### config.mk
export PLATFORM = sky130hd
export DESIGN_NAME = gcd_controller
export DESIGN_NICKNAME = d
export VERILOG_FILES = /design/src/rtl/gcd_pkg.sv /design/src/rtl/gcd_controller.sv
export SDC_FILE = /design/constraint.sdc
export NUM_CORES = 1
export LEC_CHECK = 0
export ABC_AREA = 1
export CORE_AREA = 2 2 39 41
export CTS_CLUSTER_SIZE = 14
export DETAILED_ROUTE_END_ITERATION = 8
export DIE_AREA = 0 0 41 43
export HOLD_SLACK_MARGIN = 0.15
export PLACE_DENSITY_LB_ADDON = 0.3
export SLEW_MARGIN = 40
export SYNTH_ARGS = -nofsm -noshare
export SYNTH_HDL_FRONTEND = slang
export SYNTH_SLANG_ARGS = --single-unit
### constraint.sdc
create_clock -name clk -period 2.11 [get_ports clk]
set_clock_uncertainty 0.2 [all_clocks]
set_input_delay 0.5275 -clock clk [delete_from_list [all_inputs] [get_ports clk]]
set_output_delay 0.5275 -clock clk [all_outputs]
set_load 0.005 [all_outputs]
### src/rtl/gcd_pkg.sv
// Shared definitions for the subtractive GCD block: controller state encoding
// and the operand-mux select values used by both controller and datapath.
package gcd_pkg;

    typedef enum logic [2:0] {
        IDLE = 3'd0,
        LOAD = 3'd1,
        RUN  = 3'd2,
        DONE = 3'd3,
        ERR  = 3'd4
    } gcd_state_e;

    localparam logic MUX_SEL_INPUT = 1'b0;
    localparam logic MUX_SEL_DIFF  = 1'b1;

endpackage

### src/rtl/gcd_controller.sv
// Sequencer for the subtractive GCD datapath: load, iterate until equal,
// commit the result, with an iteration watchdog that aborts to an error state.
module gcd_controller
    import gcd_pkg::*;
#(
    parameter int ITER_W   = 4,
    parameter int MAX_ITER = 15
) (
    input  logic              clk,
    input  logic              reset,
    input  logic              start,
    input  logic              notEqual,
    input  logic              lessThan,
    output logic              x_sel,
    output logic              y_sel,
    output logic              x_write,
    output logic              y_write,
    output logic              d_write,
    output logic              busy,
    output logic              done,
    output logic              error,
    output logic [ITER_W-1:0] iter_count
);

    localparam logic [ITER_W-1:0] ITER_LIMIT = ITER_W'(MAX_ITER);

    gcd_state_e state_q;
    gcd_state_e state_d;
    logic       iter_clr;
    logic       iter_inc;

    // NOTE: every signal driven here gets a default first, so no path through
    // the case statement can leave one unassigned and infer a latch.
    always_comb begin
        state_d  = state_q;
        x_sel    = MUX_SEL_INPUT;
        y_sel    = MUX_SEL_INPUT;
        x_write  = 1'b0;
        y_write  = 1'b0;
        d_write  = 1'b0;
        busy     = 1'b1;
        done     = 1'b0;
        iter_clr = 1'b0;
        iter_inc = 1'b0;
        case (state_q)
            IDLE: begin
                busy = 1'b0;
                if (start) begin
                    state_d  = LOAD;
                    iter_clr = 1'b1;
                end
            end
            LOAD: begin
                x_write = 1'b1;
                y_write = 1'b1;
                state_d = RUN;
            end
            RUN: begin
                if (!notEqual) begin
                    d_write = 1'b1;
                    state_d = DONE;
                end else if (iter_count == ITER_LIMIT) begin
                    // Watchdog wins over both subtract branches.
                    state_d = ERR;
                end else if (lessThan) begin
                    y_sel    = MUX_SEL_DIFF;
                    y_write  = 1'b1;
                    iter_inc = 1'b1;
                end else begin
                    x_sel    = MUX_SEL_DIFF;
                    x_write  = 1'b1;
                    iter_inc = 1'b1;
                end
            end
            DONE: begin
                done    = 1'b1;
                state_d = IDLE;
            end
            ERR: begin
                done    = 1'b1;
                state_d = IDLE;
            end
            default: state_d = IDLE;
        endcase
    end

    always_ff @(posedge clk or negedge reset) begin
        if (!reset) begin
            state_q    <= IDLE;
            iter_count <= '0;
            error      <= 1'b0;
        end else begin
            state_q <= state_d;
            if (iter_clr) begin
                iter_count <= '0;
                error      <= 1'b0;
            end else begin
                if (iter_inc && iter_count != '1) iter_count <= iter_count + 1'b1;
                if (state_d == ERR) error <= 1'b1;
            end
        end
    end

endmodule
==> impl_metrics.json <==
{
  "min-delay-start": "error",
  "ioPinCount": 17,
  "clk_pin_slew_ps": 50,
  "diodes": 0,
  "finalSetupViolations": 0,
  "startpoint_type": "flip-flop",
  "clkPwrFrac_pct": 10.7,
  "p_int_mw": 0.636,
  "yosysMostFrequentCell": "nand2_1",
  "grt_max_degree": 10,
  "multi_input_area_sq_um": 287,
  "crit_path_end": "x_write",
  "syn-instance-count": 62,
  "period_share_pct": 97.4,
  "cp-startpoint": "state_q[0]",
  "critPathArrivalTime_ps": 1330,
  "drv_cap": 0,
  "yosysUniqueCellTypes": 20,
  "start_util_pct": 37.3,
  "grt_pass1_vias": 485,
  "grt_use_total_pct": 16.4,
  "drive_gt1_share_pct": 43.8,
  "cts_tree": "done",
  "yosysTopAreaCell": "dfrtp_1",
  "timing.final.hold_violations": 0,
  "seq_power_share_pct": 24.6,
  "post-route-drc-count": 0,
  "leakage_nw": 0.447,
  "yosysTopAreaCellShare_pct": 38.7,
  "synth_top_cells_by_area": "dfrtp_1 (39%), nand2_1 (10%), nand3_1 (9.7%)",
  "crit_fanout": 5,
  "row_count": 14,
  "grt_pass1_wl_um": 1960,
  "numPortBuffers": 16,
  "synth_nets": 68,
  "yosysWarnings": 0,
  "maxSlewHeadroom_pct": 76.6,
  "via_count": 522,
  "switching_share_pct": 38.7,
  "die_h_um": 43,
  "clkSinkCount": 8,
  "tns_ps": 0,
  "max-vdd-ir-drop_v": 0.000732,
  "status": "completed",
  "ys_ff_latch": 8,
  "yosysSeqAreaShare_pct": 38.7,
  "antenna_found_initial": 0,
  "hold_path.class": "reg -> reg",
  "cts_root_buf": "clkbuf_4",
  "post-place-cells": 106,
  "synth-main-ff-cell": "dfrtp_1",
  "tightest_slew_ps": 349,
  "nNetsFinal": 104,
  "final_cell_count_no_fill": 112,
  "async_reset_ff_share_pct": 100,
  "syn-cell-area_sq_um": 517,
  "crit_path_end_kind": "output pin",
  "ant_nets": 0,
  "via_per_inst": 4.66,
  "dp_hpwl_um": 950,
  "finalCriticalPeriod_ps": 2060,
  "seqCellArea_sq_um": 204,
  "drtIter0Drc": 4,
  "p_sw_mw": 0.402,
  "clk_latency_ps": 240,
  "syn_to_final_growth_pct": 62.0,
  "synth_top_cells_by_count": "nand2_1 (14), nand3_1 (10), inv_1 (9)",
  "rsz0062_at_grt": "yes",
  "cts_max_level": 1,
  "gr-total-overflow": 0,
  "avgSynthCellArea_sq_um": 8.33,
  "final_max_slew_viol_count": 0,
  "cp.required_ps": 1380,
  "clock_path_buffers": 2,
  "coreArea_sq_um": 1380,
  "numCtsBuffers": 3,
  "wire_per_inst_um": 11.0,
  "power_density_nw_per_um2": 1240,
  "r2r-end": "iter_count[0]",
  "finalPower_mw": 1.04,
  "reg2regPathDepth": 8,
  "fill_cells": 131,
  "hold_buffers": 0,
  "fmax_mhz": 486,
  "gp_congestion": 0.707,
  "first_pass_iters": 4,
  "synth_edf_count": 0,
  "routed_wl_um": 1230,
  "regToRegStartpoint": "state_q[0]",
  "r2r_slack_ps": 600,
  "die_w_um": 41,
  "die-area_sq_um": 1760,
  "crit_type": "reg -> out",
  "comb_power_share_pct": 64.7
}
==> sequential cells by signal (all words and copies together) (netlist names) <==
name,cells
iter_count,4
state_q,3
error,1
==> final cells by class <==
cell class	instances	share of cell area, %
tap	16	2.39
timing repair buffer	31	31.4
clock buffer	3	2.69
multi-input combinational	43	34.2
inverter	11	4.93
sequential	8	24.4
==> worst min path at each step <==
stage / slack (ps) / cells past startpoint / end
floorplan: 30 / 0 / error
global placement: 320 / 2 / error
detailed placement: 320 / 2 / error
CTS: 330 / 2 / error
global route: 340 / 2 / error
finish: 320 / 2 / error
==> power by group through the flow <==
stage | registers, mW | clock network, mW | logic [mW]
2_1_floorplan | 0.276 | 0 | 0.262
3_3_place_gp | 0.255 | 0 | 0.602
3_5_place_dp | 0.257 | 0 | 0.615
4_1_cts | 0.255 | 0.117 | 0.652
5_1_grt | 0.262 | 0.126 | 0.735
6_report | 0.255 | 0.111 | 0.672
==> kinds of logic (layout without fill, tap and decap cells) <==
| family | after synthesis | in the layout | synth area share [%] |
|---|---|---|---|
| AND/OR/NAND/NOR | 37 | 37 | 44.1 |
| adder cells (fa/ha/maj) | 1 | 1 | 2.42 |
| flip-flops | 8 | 8 | 38.7 |
| AO/OA/AOI/OAI | 4 | 4 | 5.09 |
| buffers and inverters | 11 | 45 | 7.99 |
| XOR/XNOR | 1 | 1 | 1.70 |
==> layer usage <==
| metal | vias up | share of wire [%] | global-route usage, % |
|---|---|---|---|
| met3 | 0 | 2.2 | 1.57 |
| met5 | - | 0 | 0 |
| met4 | 0 | 0 | 8.00 |
| li1 | 265 | - | - |
| met1 | 251 | 41 | 21.8 |
| met2 | 6 | 57 | 25.6 |
==> repair_timing <==
item / in CTS / in global routing
pin swaps: 5 / 2
setup endpoints to repair: 7 / 5
setup buffers: 2 / 1
gates resized for setup: 26 / 7
==> stage by stage <==
stage | setup slack (ps) | util (%) | instance area [sq um] | hold WS [ps]
floorplan | 328 | - | 517 | 31.9
global placement | -464 | 56.9 | 787 | 317
detailed placement | -493 | 56.9 | 787 | 319
CTS | -85.9 | 60.1 | 832 | 327
global route | -23.4 | 60.5 | 837 | 341
finish | 54.4 | 60.5 | 837 | 325
==> worst max-delay path: stages (launching register included) <==
cell     delay [ps]
dfrtp_2         420
buf_12          130
nor2_8           90
buf_6           110
nand4_4          90
o21ai_1         130
buf_2           120
==> placed cells by master (no fill, tap or decap), drive strengths merged <==
cell	netlist	layout
a21oi	1	1
buf	0	19
clkbuf	0	4
clkdlybuf4s50	0	7
dfrtp	8	8
dlygate4sd2	0	4
ha	1	1
inv	11	11
nand2	16	16
nand3	12	12
nand4	2	2
nor2	7	7
o21a	1	1
o21ai	2	2
xor2	1	1
Power figures use the tool's default switching activity.
